--- src/rtl/stack_pkg.sv ---
// Shared definitions for the stack_param block.
// Holds the command encoding carried on the COMMAND port and its width.
package stack_pkg;

  localparam int unsigned CMD_W = 2;

  typedef enum logic [CMD_W-1:0] {
    CMD_NOP  = 2'd0,
    CMD_PUSH = 2'd1,
    CMD_POP  = 2'd2,
    CMD_GET  = 2'd3
  } cmd_e;

endpackage

--- src/rtl/stack_regfile.sv ---
// Storage array for stack_param: DEPTH entries of DATA_W bits.
// Ports:
//   clk_i   - clock, writes take effect on the rising edge
//   rst_i   - asynchronous active-high clear of every entry
//   we_i    - write enable
//   waddr_i - write address
//   wdata_i - write data
//   raddr_i - combinational read address
//   rdata_o - combinational read data (0 for addresses beyond the array)
module stack_regfile #(
  parameter int unsigned DATA_W = 4,
  parameter int unsigned DEPTH  = 5,
  parameter int unsigned IDX_W  = 3
) (
  input  logic              clk_i,
  input  logic              rst_i,
  input  logic              we_i,
  input  logic [IDX_W-1:0]  waddr_i,
  input  logic [DATA_W-1:0] wdata_i,
  input  logic [IDX_W-1:0]  raddr_i,
  output logic [DATA_W-1:0] rdata_o
);

  localparam logic [IDX_W-1:0] LastAddr = IDX_W'(DEPTH - 1);

  logic [DATA_W-1:0] mem_q [DEPTH];
  logic [DATA_W-1:0] mem_d [DEPTH];

  always_comb begin
    mem_d = mem_q;
    if (we_i) begin
      mem_d[waddr_i] = wdata_i;
    end
  end

  always_ff @(posedge clk_i or posedge rst_i) begin
    if (rst_i) begin
      for (int i = 0; i < int'(DEPTH); i++) begin
        mem_q[i] <= '0;
      end
    end else begin
      mem_q <= mem_d;
    end
  end

  // Guard against out-of-array addresses when DEPTH is not a power of two.
  assign rdata_o = (raddr_i <= LastAddr) ? mem_q[raddr_i] : '0;

endmodule

--- src/rtl/stack_param.sv ---
// Parameterised LIFO stack with indexed peek, built on a ring of DEPTH entries.
// Ports:
//   CLK     - clock, all state changes on the rising edge
//   RESET   - asynchronous active-high reset
//   COMMAND - 0 NOP, 1 PUSH, 2 POP, 3 GET
//   INDEX   - GET depth below top (0 = top)
//   I_DATA  - PUSH data
//   O_DATA  - registered result of the last accepted PUSH/POP/GET
//   O_VALID - O_DATA was updated by the last command
//   COUNT   - current occupancy 0..DEPTH
//   FULL    - COUNT == DEPTH
//   EMPTY   - COUNT == 0
//   ERROR   - one-cycle pulse when the last command was rejected
module stack_param
  import stack_pkg::*;
#(
  parameter int unsigned DATA_W = 4,
  parameter int unsigned DEPTH  = 5,
  parameter int unsigned WRAP   = 0
) (
  input  logic                       CLK,
  input  logic                       RESET,
  input  logic [CMD_W-1:0]           COMMAND,
  input  logic [$clog2(DEPTH)-1:0]   INDEX,
  input  logic [DATA_W-1:0]          I_DATA,
  output logic [DATA_W-1:0]          O_DATA,
  output logic                       O_VALID,
  output logic [$clog2(DEPTH+1)-1:0] COUNT,
  output logic                       FULL,
  output logic                       EMPTY,
  output logic                       ERROR
);

  localparam int unsigned IDX_W = $clog2(DEPTH);
  localparam int unsigned CNT_W = $clog2(DEPTH + 1);

  localparam logic [IDX_W-1:0] LastIdx = IDX_W'(DEPTH - 1);
  localparam logic [IDX_W:0]   DepthW  = (IDX_W + 1)'(DEPTH);
  localparam logic [IDX_W:0]   DepthM1 = (IDX_W + 1)'(DEPTH - 1);
  localparam logic [CNT_W-1:0] DepthC  = CNT_W'(DEPTH);
  localparam bit               WrapEn  = (WRAP != 0);

  cmd_e cmd;
  assign cmd = cmd_e'(COMMAND);

  logic [IDX_W-1:0]  tp_q, tp_d;
  logic [CNT_W-1:0]  cnt_q, cnt_d;
  logic [DATA_W-1:0] o_data_q, o_data_d;
  logic              o_valid_q, o_valid_d;
  logic              error_q, error_d;

  logic              full, empty;
  logic [IDX_W-1:0]  tp_inc, tp_dec;
  logic [IDX_W-1:0]  rd_off;
  logic [IDX_W:0]    rd_sum, rd_wrap;
  logic [IDX_W-1:0]  rd_addr;
  logic [DATA_W-1:0] rd_data;
  logic              get_ok;
  logic              we;

  assign full  = (cnt_q == DepthC);
  assign empty = (cnt_q == '0);

  assign tp_inc = (tp_q == LastIdx) ? '0 : tp_q + IDX_W'(1);
  assign tp_dec = (tp_q == '0) ? LastIdx : tp_q - IDX_W'(1);

  // Read slot = (TP - 1 - off) mod DEPTH. Biasing by DEPTH-1 keeps the sum
  // non-negative for every in-range offset, so one conditional subtract
  // finishes the modulo. Out-of-range GETs never use the result.
  assign rd_off  = (cmd == CMD_GET) ? INDEX : '0;
  assign rd_sum  = {1'b0, tp_q} + DepthM1 - {1'b0, rd_off};
  assign rd_wrap = (rd_sum >= DepthW) ? rd_sum - DepthW : rd_sum;
  assign rd_addr = rd_wrap[IDX_W-1:0];

  // No modulo on INDEX: anything at or beyond the occupancy is rejected.
  assign get_ok = (CNT_W'(INDEX) < cnt_q);

  stack_regfile #(
    .DATA_W (DATA_W),
    .DEPTH  (DEPTH),
    .IDX_W  (IDX_W)
  ) u_regfile (
    .clk_i   (CLK),
    .rst_i   (RESET),
    .we_i    (we),
    .waddr_i (tp_q),
    .wdata_i (I_DATA),
    .raddr_i (rd_addr),
    .rdata_o (rd_data)
  );

  always_comb begin
    tp_d      = tp_q;
    cnt_d     = cnt_q;
    o_data_d  = o_data_q;
    o_valid_d = 1'b0;
    error_d   = 1'b0;
    we        = 1'b0;
    unique case (cmd)
      CMD_PUSH: begin
        if (!full || WrapEn) begin
          // On a wrapping full push TP already points at the oldest entry.
          we        = 1'b1;
          tp_d      = tp_inc;
          o_data_d  = I_DATA;
          o_valid_d = 1'b1;
          if (!full) begin
            cnt_d = cnt_q + CNT_W'(1);
          end
        end else begin
          error_d = 1'b1;
        end
      end
      CMD_POP: begin
        if (!empty) begin
          tp_d      = tp_dec;
          cnt_d     = cnt_q - CNT_W'(1);
          o_data_d  = rd_data;
          o_valid_d = 1'b1;
        end else begin
          error_d = 1'b1;
        end
      end
      CMD_GET: begin
        if (get_ok) begin
          o_data_d  = rd_data;
          o_valid_d = 1'b1;
        end else begin
          error_d = 1'b1;
        end
      end
      default: ;
    endcase
  end

  always_ff @(posedge CLK or posedge RESET) begin
    if (RESET) begin
      tp_q      <= '0;
      cnt_q     <= '0;
      o_data_q  <= '0;
      o_valid_q <= 1'b0;
      error_q   <= 1'b0;
    end else begin
      tp_q      <= tp_d;
      cnt_q     <= cnt_d;
      o_data_q  <= o_data_d;
      o_valid_q <= o_valid_d;
      error_q   <= error_d;
    end
  end

  assign O_DATA  = o_data_q;
  assign O_VALID = o_valid_q;
  assign ERROR   = error_q;
  assign COUNT   = cnt_q;
  assign FULL    = full;
  assign EMPTY   = empty;

endmodule

--- config.mk ---
export PLATFORM = sky130hd
export DESIGN_NAME = stack_param
export DESIGN_NICKNAME = d
export VERILOG_FILES = /design/src/rtl/stack_pkg.sv /design/src/rtl/stack_regfile.sv /design/src/rtl/stack_param.sv
export SDC_FILE = /design/constraint.sdc
export NUM_CORES = 1
export LEC_CHECK = 0
export ABC_AREA = 1
export CAP_MARGIN = 0
export CORE_ASPECT_RATIO = 1.4
export CORE_MARGIN = 4
export CORE_UTILIZATION = 38
export DETAILED_ROUTE_END_ITERATION = 8
export PLACE_DENSITY = 0.59
export SLEW_MARGIN = 0
export SYNTH_ARGS = -nofsm -noshare
export SYNTH_HDL_FRONTEND = slang
export SYNTH_SLANG_ARGS = --single-unit
export TNS_END_PERCENT = 20
--- constraint.sdc ---
create_clock -name CLK -period 2.97 [get_ports CLK]
set_input_delay 0.594 -clock CLK [delete_from_list [all_inputs] [get_ports CLK]]
set_output_delay 0.594 -clock CLK [all_outputs]
set_load 0.05 [all_outputs]
## After elaboration in Yosys (flattened, before gate mapping)

Cells that the tools add are included.

- Flip-flop bits (word level): 32
- Bits of input ports: 11
- Output and inout port bits: 11

- Add/sub/neg operators: 7
- Order comparisons: 6
- Equality and inequality tests: 8
- Muxes and demuxes: 30
- Bitwise logic cells: 2
- Reductions and logical operators: 7

Operators by type and width:

| operator | number |
|---|---|
| 4-bit 2-to-1 mux | 7 |
| 3-bit 2-to-1 mux | 8 |
| 20-bit bitwise mux | 1 |
| 4-bit binary-select mux with 3-bit select | 1 |
| 4-bit demux with 3-bit select | 1 |
| 3-bit case mux with 2 select lines | 2 |
| 4-bit case mux with 3 select lines | 1 |
| 4-bit >= comparator (second input constant) | 2 |
| 3-bit NOT with 4-bit output | 2 |
| 1-bit 2-to-1 mux | 7 |
| 3-bit by 1-bit adder with 3-bit output (second input constant) | 2 |
| 3-bit equality test (second input constant) | 2 |
| 3-bit zero test | 2 |
| 2-bit inequality test (second input constant) | 3 |
| 1-bit case mux with 3 select lines | 2 |
| 3-bit by 1-bit subtractor with 3-bit output (second input constant) | 2 |
| 3-bit by 3-bit adder with 4-bit output (second input constant) | 1 |
| 2-bit equality test (second input constant) | 2 |
| 4-bit by 3-bit >= comparator with 1-bit output (second input constant) | 1 |
| 4-bit by 1-bit less-than comparator with 1-bit output (second input constant) | 1 |
| 4-bit AND reduction | 1 |
| 4-bit by 3-bit subtractor with 4-bit output | 1 |
| 3-bit less-or-equal comparator (second input constant) | 1 |
| 3-bit less-than comparator | 1 |
| 6 further kinds | 6 |

## Longest topological paths before layout

Gate-level depths: netlist of the first run.

- Depth after elaboration: 12
- Depth in mapped cells: 18
- Mapped depth without buffers: 18

## Modules after synthesis

A second synthesis of the first run with hierarchy kept.

- Cells, all modules: 268
- Area total of the unflattened synthesis: 2039.5 um2

Modules (own cells, without submodules):

| module | instances | cells an instance | area an instance (um2) | seq. area each (um2) |
|---|---|---|---|---|
| stack_regfile | 1 | 138 | 1061.0 | 500.5 |
| stack_param | 1 | 130 | 978.4 | 300.3 |

## Worst setup path before layout of the first run

No wires, ideal clock.

- Path kind: input port to flip-flop
- Start: in COMMAND[0]
- End: reg o_data_q[0], in the netlist O_DATA[0]
- Library setup time: 0.073 ns
- Arrival time: 2.539 ns
- Required time: 2.897 ns
- Slack: 0.358 ns
- Stages: 14
- Path buffers: 0
- Cell sequence: nand2_1 > inv_1 > nand2_1 > ha_1 > ha_1 > fa_1 > o21ai_4 > nand2_4 > nand2_1 > nand2_2 > nand3_1 > a21oi_1 > nand2_1 > a21oi_2

- Word-level cells in the longest chain between the ends: 12
- Elaborated cells between the ends (all ways): 22

RTL lines:

| item | RTL line | source |
|---|---|---|
| from (decl) | stack_param.sv:23 | `input logic [CMD_W-1:0] COMMAND,` |
| 2-bit equality test | stack_param.sv:70, stack_param.sv:99 |  |
| 3-bit 2-to-1 mux | stack_param.sv:70 | `assign rd_off = (cmd == CMD_GET) ? INDEX : '0;` |
| 4-bit by 3-bit subtractor with 4-bit output | stack_param.sv:71 | `assign rd_sum = {1'b0, tp_q} + DepthM1 - {1'b0, rd_off};` |
| 4-bit by 3-bit >= comparator with 1-bit output or 3-bit subtractor (tied branches) | stack_param.sv:72 | `assign rd_wrap = (rd_sum >= DepthW) ? rd_sum - DepthW : rd_sum;` |
| 3-bit 2-to-1 mux | stack_param.sv:72 |  |
| 3-bit NOT with 4-bit output (not written as such) | stack_regfile.sv:47 | `assign rdata_o = (raddr_i <= LastAddr) ? mem_q[raddr_i] : '0;` |
| 4-bit binary-select mux with 3-bit select | stack_regfile.sv:47 |  |
| 4-bit 2-to-1 mux (not written as such) (2 in a row) | stack_regfile.sv:47 |  |
| 4-bit 2-to-1 mux | stack_regfile.sv:47 |  |
| 4-bit 2-to-1 mux (on tied branches) | stack_param.sv:125, stack_param.sv:115 |  |
| 4-bit case mux with 3 select lines | stack_param.sv:99 | `unique case (cmd)` |
| to (signal assigned) | stack_param.sv:146 | `o_data_q <= o_data_d;` |
| to (decl) | stack_param.sv:48 | `logic [DATA_W-1:0] o_data_q, o_data_d;` |

Several ways; a longest one is shown, not always the timed one. The select of a mux whose other input is x is not followed.
A chain may end at the register's enable or synchronous reset.

## Worst setup path after layout of the first run

- Start: in INDEX[1]
- End: reg o_data_q[0], in the netlist O_DATA[0]

- Word-level cells in the longest chain between the ends: 11
- Elaborated cells between the ends (all ways): 17

RTL lines:

| item | RTL line | source |
|---|---|---|
| from (decl) | stack_param.sv:24 | `input logic [$clog2(DEPTH)-1:0] INDEX,` |
| 3-bit 2-to-1 mux | stack_param.sv:70 |  |
| 4-bit by 3-bit subtractor with 4-bit output | stack_param.sv:71 |  |
| 4-bit by 3-bit >= comparator with 1-bit output or 3-bit subtractor (tied branches) | stack_param.sv:72 |  |
| 3-bit 2-to-1 mux | stack_param.sv:72 |  |
| 3-bit NOT with 4-bit output (not written as such) | stack_regfile.sv:47 |  |
| 4-bit binary-select mux with 3-bit select | stack_regfile.sv:47 |  |
| 4-bit 2-to-1 mux (not written as such) (2 in a row) | stack_regfile.sv:47 |  |
| 4-bit 2-to-1 mux | stack_regfile.sv:47 |  |
| 4-bit 2-to-1 mux (on tied branches) | stack_param.sv:125, stack_param.sv:115 |  |
| 4-bit case mux with 3 select lines | stack_param.sv:99 |  |

Several ways; a longest one is shown, not always the timed one. The select of a mux whose other input is x is not followed.

==> results of run 1 <==
-- state kept, by name, indices dropped and copies added (netlist names) --
signal,cells
ERROR,1
COUNT,3
tp_q,3
O_DATA,4
u_regfile.mem_q,20
O_VALID,1
-- cells by family (layout without fill, tap and decap cells) --
group           after synthesis  count (layout)  synth area share
compound gates               47              47            0.1411
xor+xnor                      3               3           0.01329
fa+ha+maj                    14              14           0.09620
buf+inv                      36              80           0.07088
flops                        32              32            0.4051
simple gates                105             107            0.2734
-- layout make-up --
class	instances	share of cell area
clock inverters	2	0.01353
repair buffers	38	0.1309
flip-flops and latches	32	0.3092
well taps	64	0.03092
clock buffers	6	0.02802
inverters	34	0.04928
multi-input cells	171	0.4382
-- per-layer routing --
layer  part of all wire  track usage  up-vias
met4              0.019      0.06179        0
li1                   -            -      878
met2               0.54       0.2890       30
met3              0.028      0.03245        8
met5                  0            0        -
met1               0.41       0.2029      825
-- stage by stage --
stage,util,setup TNS (ns)
6_report,0.5227,0
5_1_grt,0.5227,-0.02126
4_1_cts,0.5043,-0.02257
3_5_place_dp,0.4732,-1.272
3_3_place_gp,0.4732,-1.211
2_1_floorplan,-,0
-- critical path, delay by kind of cell --
kind	cells	cell delay [ns]
buffers and inverters	4	0.79
AOI/OAI and AO/OA	2	0.35
adders and majority gates	3	0.70
and+or+nand+nor	7	0.60
-- cell usage in the layout (no fill, tap or decap), types with 4 or more instances in the layout --
cell             netlist  routed
inv_2                  8       9
nand3_2                1       4
nand3_1               30      28
buf_4                  1      17
inv_1                 26      25
nand2_2                2       5
clkbuf_8               0       5
a21oi_2                4       4
nor2_1                16      16
a21oi_1               16      16
clkdlybuf4s50_1        0      19
o21ai_1               16      16
dfrtp_1               32      32
nand2_1               43      38
ha_1                  12       9
-- path summary, 6_finish.rpt --
check / start / to / slack [ns] / cells past startpoint
worst max-delay path: INDEX[1] / O_DATA[0]$_DFFE_PP0P_ / 0.09 / 16
max in group asynchronous: RESET / u_regfile.mem_q[4]$_DFFE_PP0P_ / 1.95 / 3
worst max register to register: tp_q[0]$_DFFE_PP0P_ / O_DATA[0]$_DFFE_PP0P_ / 0.35 / 16
worst min register to register: u_regfile.mem_q[4]$_DFFE_PP0P_ / u_regfile.mem_q[4]$_DFFE_PP0P_ / 0.49 / 2
worst min-delay path: u_regfile.mem_q[4]$_DFFE_PP0P_ / u_regfile.mem_q[4]$_DFFE_PP0P_ / 0.49 / 2
min in group asynchronous: RESET / O_DATA[3]$_DFFE_PP0P_ / 0.68 / 3
-- what timing repair did --
item	4_1_cts	5_1_grt
setup buffers	0	5
setup endpoints to repair	4	4
pin swaps	4	8
cloned	1	1
resized for setup	9	10
==> out/qor.txt, run 1 <==
first-pass GRT wire length -> 8.204 mm
clock skew -> 0.01263 ns
fin crit share -> 0.9681
Cells after DPL -> 332
CTS tree -> yes
CTS Buffer Depth -> 2
clock latency on the worst-skew pair -> 0.29 ns
Synth Area per Inst -> 8.341 sq um
I/O pin cnt -> 22
final worst slack -> 0.09469 ns
flops & latches, synth -> 32
Post-synth ARST share -> 1.000
Critical Path RT -> 3.15 ns
Worst Setup Start Kind -> input port
critical path's largest stage delay -> 0.49 ns
worst slack, placed -> -0.3232 ns
sequential fraction of the synthesis area -> 0.4051
final hold slack -> 0.4914 ns
Top cell by count, worst path -> nand2_1
Mapped Nets -> 262
Die W -> 68.96 um
Max Slew Vio Count -> 0
status -> finished, final reports clean
cell-by-cell trace of the critical path -> clkdlybuf4s50_1, nand2_2, ha_4, ha_2, inv_2, ha_2, inv_2, o21ai_4, nand3_4, buf_4, nand3_1, nand3_2, nand2_1, nand2_1, nand2_1, a21oi_2
DR pass1 iterations -> 4
grt ovf -> 0
Port Buffers -> 21
initial antenna violation count -> 0
clk slew on worst S/H paths -> 0.07 ns
GRT Resource Usage Total -> 0.1686
Setup crit end kind -> flop
Final Cell Area -> 2590 sq um
EDFF count, synth -> 0
CTS root buf -> clkbuf_8
DIE AREA -> 6437 sq um
Area after DPL -> 2345 sq um
final hold viol count -> 0
worst slew pin tran -> 0.5505 ns
Synth Instances -> 237
Final #Nets -> 307
area share of the largest cell type after synthesis -> 0.4051
final setup fails -> 0
die span in y -> 93.34 um
CTS sink cnt -> 32
Max-Cap Viols -> 0
Synth area leader -> dfrtp_1
Num CTS Buffers -> 5
vias in the first global route -> 1757
Post-Route WL -> 4.726 mm
vias -> 1741
fraction of layout cells with a size suffix above 1 -> 0.2438
Initial Utilization -> 0.3990
DR WL/cell -> 13.62 um
top-count cell post-synth -> nand2_1
mean number of vias per cell -> 5.017
DR iter-0 viols -> 124
row cnt -> 30
Primary FF master, synth -> dfrtp_1
GPL Wtd Cong -> 0.7761
hold crit path type -> flop to flop
largest net degree at the start of global routing -> 33
DRC viols -> 0
H-tree Lvls -> 2
core area -> 4955 sq um
Worst EP arrival -> 3.05 ns
WS Path Type -> input port to flop
hold_buf cts -> 0
CP max stage cell -> clkdlybuf4s50_1
Post-synth top cells -> nand2_1 (43), dfrtp_1 (32), nand3_1 (30), inv_1 (26)
diodes inserted -> 0
non-filler cells, final -> 347
largest cells by area after synthesis -> dfrtp_1 (41%), nand2_1 (8.2%), ha_1 (7.6%)
final antenna-violating net count -> 0
Detailed Place HPWL -> 3.440 mm
Synth cell types -> 30
max frequency -> 347.8 MHz
Synth Warn # -> 0
Min Clock Period, post-route -> 2.875 ns
Register Area -> 800.8 sq um
area growth from synthesis to layout -> 31.01%
fillers -> 500
area occupied by multi-input gates -> 1135 sq um
Slew HR -> 0.6310
Post-Syn Area -> 1977 sq um
worst-path fanout max -> 5
Power of run 1 is not shown: default switching activity piles up to over one toggle a cycle in this logic, so the estimate is an artifact.
==> run 2, diff against run 1 <==
--- a/config.mk
+++ b/config.mk
@@ -10,6 +10,7 @@
 export CORE_ASPECT_RATIO = 1.4
 export CORE_MARGIN = 4
 export CORE_UTILIZATION = 38
+export CTS_CLUSTER_DIAMETER = 40
 export DETAILED_ROUTE_END_ITERATION = 8
 export PLACE_DENSITY = 0.59
 export SLEW_MARGIN = 0
==> results of run 2 <==
Final layout, timing and power as in run 1 (identical DEF).
Power of run 2 is left out for the same reason.
==> run 3, diff against run 2 <==
--- a/config.mk
+++ b/config.mk
@@ -5,14 +5,14 @@
 export SDC_FILE = /design/constraint.sdc
 export NUM_CORES = 1
 export LEC_CHECK = 0
-export ABC_AREA = 1
+export ABC_AREA = 0
 export CAP_MARGIN = 0
 export CORE_ASPECT_RATIO = 1.4
 export CORE_MARGIN = 4
-export CORE_UTILIZATION = 38
+export CORE_UTILIZATION = 30
 export CTS_CLUSTER_DIAMETER = 40
 export DETAILED_ROUTE_END_ITERATION = 8
-export PLACE_DENSITY = 0.59
+export PLACE_DENSITY = 0.49
 export SLEW_MARGIN = 0
 export SYNTH_ARGS = -nofsm -noshare
 export SYNTH_HDL_FRONTEND = slang
==> out/qor.txt, run 3 <==
Slew HR -> 0.6680 (was 0.6310)
Post-Syn Area -> 2034 sq um (was 1977 sq um)
Die W -> 77.60 um (was 68.96 um)
grt ovf -> 0 (unchanged)
GPL Wtd Cong -> 0.7878 (was 0.7761)
Max Slew Vio Count -> 0 (unchanged)
Synth cell types -> 43 (was 30)
first-pass GRT wire length -> 8.466 mm (was 8.204 mm)
H-tree Lvls -> 2 (unchanged)
Final #Nets -> 251 (was 307)
final setup fails -> 0 (unchanged)
layer with the highest usage -> met2 (unchanged)
worst slew pin tran -> 0.4965 ns (was 0.5505 ns)
DR iter-0 viols -> 114 (was 124)
CTS root buf -> clkbuf_8 (unchanged)
DIE AREA -> 8182 sq um (was 6437 sq um)
largest cells by area after synthesis -> dfrtp_1 (39%), mux2_2 (7.7%), ha_1 (7.4%) (was dfrtp_1 (41%), nand2_1 (8.2%), ha_1 (7.6%))
fraction of layout cells with a size suffix above 1 -> 0.3612 (was 0.2438)
Final Cell Area -> 2649 sq um (was 2590 sq um)
flops & latches, synth -> 32 (unchanged)
DRC viols -> 0 (unchanged)
final antenna-violating net count -> 0 (unchanged)
most frequent cells in the layout -> dfrtp_1 (31), buf_4 (19), clkdlybuf4s50_1 (16) (was nand2_1 (38), dfrtp_1 (32), nand3_1 (28))
WS Path Type -> input port to flop (unchanged)
EDFF count, synth -> 0 (unchanged)
Synth Area per Inst -> 10.94 sq um (was 8.341 sq um)
sequential fraction of the synthesis area -> 0.3936 (was 0.4051)
CTS Buffer Depth -> 2 (unchanged)
max frequency -> 348.9 MHz (was 347.8 MHz)
Area after DPL -> 2497 sq um (was 2345 sq um)
met3 usage -> 0.01795 (was 0.03245)
clock skew -> 0.007599 ns (was 0.01263 ns)
Post-synth top cells -> dfrtp_1 (32), inv_1 (14), mux2_2 (14), ha_1 (12), nor2_1 (11) (was nand2_1 (43), dfrtp_1 (32), nand3_1 (30), inv_1 (26))
final hold slack -> 0.5191 ns (was 0.4914 ns)
Peak VDD IR -> 0.5194 mV
top-count cell post-synth -> dfrtp_1 (was nand2_1)
Initial Utilization -> 0.3077 (was 0.3990)
hold crit path type -> flop to flop (unchanged)
diodes inserted -> 0 (unchanged)
Mapped Nets -> 211 (was 262)
met1 usage -> 0.1718 (was 0.2029)
Largest register FFs -> 20 (unchanged)
DR WL/cell -> 15.64 um (was 13.62 um)
Reg with most FFs -> u_regfile.mem_q (unchanged)
status -> finished, final reports clean (unchanged)
Synth Warn # -> 0 (unchanged)
fillers -> 661 (was 500)
CTS sink cnt -> 32 (unchanged)
Port Buffers -> 21 (unchanged)
initial antenna violation count -> 0 (unchanged)
Post-Route WL -> 4.988 mm (was 4.726 mm)
Max-Cap Viols -> 0 (unchanged)
largest net degree at the start of global routing -> 33 (unchanged)
Num CTS Buffers -> 5 (unchanged)
clk slew on worst S/H paths -> 0.08 ns (was 0.07 ns)
core area -> 6613 sq um (was 4955 sq um)
hold_buf cts -> 0 (unchanged)
area growth from synthesis to layout -> 30.20% (was 31.01%)
most common cell after layout, fill and taps aside -> dfrtp_1 (was nand2_1)
CTS tree -> yes (unchanged)
Primary FF master, synth -> dfrtp_1 (unchanged)
clock latency on the worst-skew pair -> 0.29 ns (about the same)
mean number of vias per cell -> 4.724 (was 5.017)
LEAKAGE -> 1.174 nW
vias in the first global route -> 1579 (was 1757)
Critical Path RT -> 3.14 ns (was 3.15 ns)
fin crit share -> 0.9649 (was 0.9681)
die span in y -> 105.4 um (was 93.34 um)
DR pass1 iterations -> 4 (unchanged)
Setup crit end kind -> flop (unchanged)
area share of the largest cell type after synthesis -> 0.3936 (was 0.4051)
Detailed Place HPWL -> 3.747 mm (was 3.440 mm)
Synth Instances -> 186 (was 237)
row cnt -> 35 (was 30)
final hold viol count -> 0 (unchanged)
vias -> 1507 (was 1741)
worst-path fanout max -> 4 (was 5)
Post-synth ARST share -> 1.000 (unchanged)
Worst EP arrival -> 3.04 ns (was 3.05 ns)
GRT Resource Usage Total -> 0.1321 (was 0.1686)
I/O pin cnt -> 22 (unchanged)
RSZ-0062 raised after global routing -> true
Min Clock Period, post-route -> 2.866 ns (was 2.875 ns)
M2 GR Usage -> 0.2206 (was 0.2890)
PwrDens -> 1322 nW/um^2
Synth area leader -> dfrtp_1 (unchanged)
Worst Setup Start Kind -> input port (unchanged)
## run 3: kinds of logic after synthesis
kind of cell,count (synthesis),share of synthesized area
AO/OA/AOI/OAI,37,0.1218
XOR/XNOR,4,0.01722
adder cells (fa/ha/maj),14,0.09348
buffers and inverters,24,0.04920
flip-flops,32,0.3936
multiplexers,30,0.1950
AND/OR/NAND/NOR,45,0.1298
## run 3: per-stage QoR
step	setup TNS (ns)	std cells	util	total power, mW	worst slack (ns)
6_report	0	319	0.4006	3.501	0.1042
5_1_grt	-0.008984	319	0.4006	3.774	-0.007398
3_3_place_gp	-2.017	312	0.3777	2.895	-0.5464
4_1_cts	0	319	0.3964	3.405	0.07299
3_5_place_dp	-2.145	312	0.3777	2.903	-0.5926
2_1_floorplan	0	186	-	2.270	0.01099
## run 3: report_power, final
part	internal, mW	switching (mW)	leakage (nW)	total (mW)
clock	0.248	0.186	0.0541	0.434
sequential	0.650	0.177	0.388	0.827
combinational	1.10	1.14	0.732	2.24
## run 3: routing by layer
metal | wire length [um] | vias to the layer above
met1 | 2215 | 733
met5 | 0 | -
met2 | 2591 | 25
met3 | 99 | 6
li1 | - | 743
met4 | 82 | 0
## run 3: area by class of cell
type,instances,area (sq um),area share
clock buffers,5,68.82,0.02598
repair buffers,41,342.8,0.1294
well taps,92,115.1,0.04346
multi-input cells,130,1217,0.4596
inverters,16,60.06,0.02267
flip-flops and latches,32,802.0,0.3028
clock inverters,3,42.54,0.01606
## run 3: path summary, 6_finish.rpt
kind	start	endpoint	slack, ns	cells after the start
hold / removal	u_regfile.mem_q[2]$_DFFE_PP0P_	u_regfile.mem_q[2]$_DFFE_PP0P_	0.52	1
min in group asynchronous	RESET	u_regfile.mem_q[13]$_DFFE_PP0P_	0.69	3
setup reg to reg	tp_q[0]$_DFFE_PP0P_	O_DATA[0]$_DFFE_PP0P_	0.16	12
setup / recovery	INDEX[2]	O_DATA[0]$_DFFE_PP0P_	0.10	12
hold reg to reg	u_regfile.mem_q[2]$_DFFE_PP0P_	u_regfile.mem_q[2]$_DFFE_PP0P_	0.52	1
max in group asynchronous	RESET	tp_q[0]$_DFFE_PP0P_	1.96	3
## run 3: critical path: stages
cell and delay [ns]:
dlygate4sd2_1 0.25, and3_1 0.18, ha_1 0.27, inv_1 0.05, fa_2 0.37, xor2_4 0.18
a21oi_4 0.27, buf_4 0.18, mux2_4 0.32, o22a_1 0.20, nand3_1 0.10, a21oi_1 0.07
## run 3: timing repair
action | in CTS | in global routing
endpoints found under the setup margin | 4 | 4
pin swaps | 0 | 5
resized for setup | 10 | 16
buffers inserted | 0 | 0
Power figures use the tool's default switching activity.
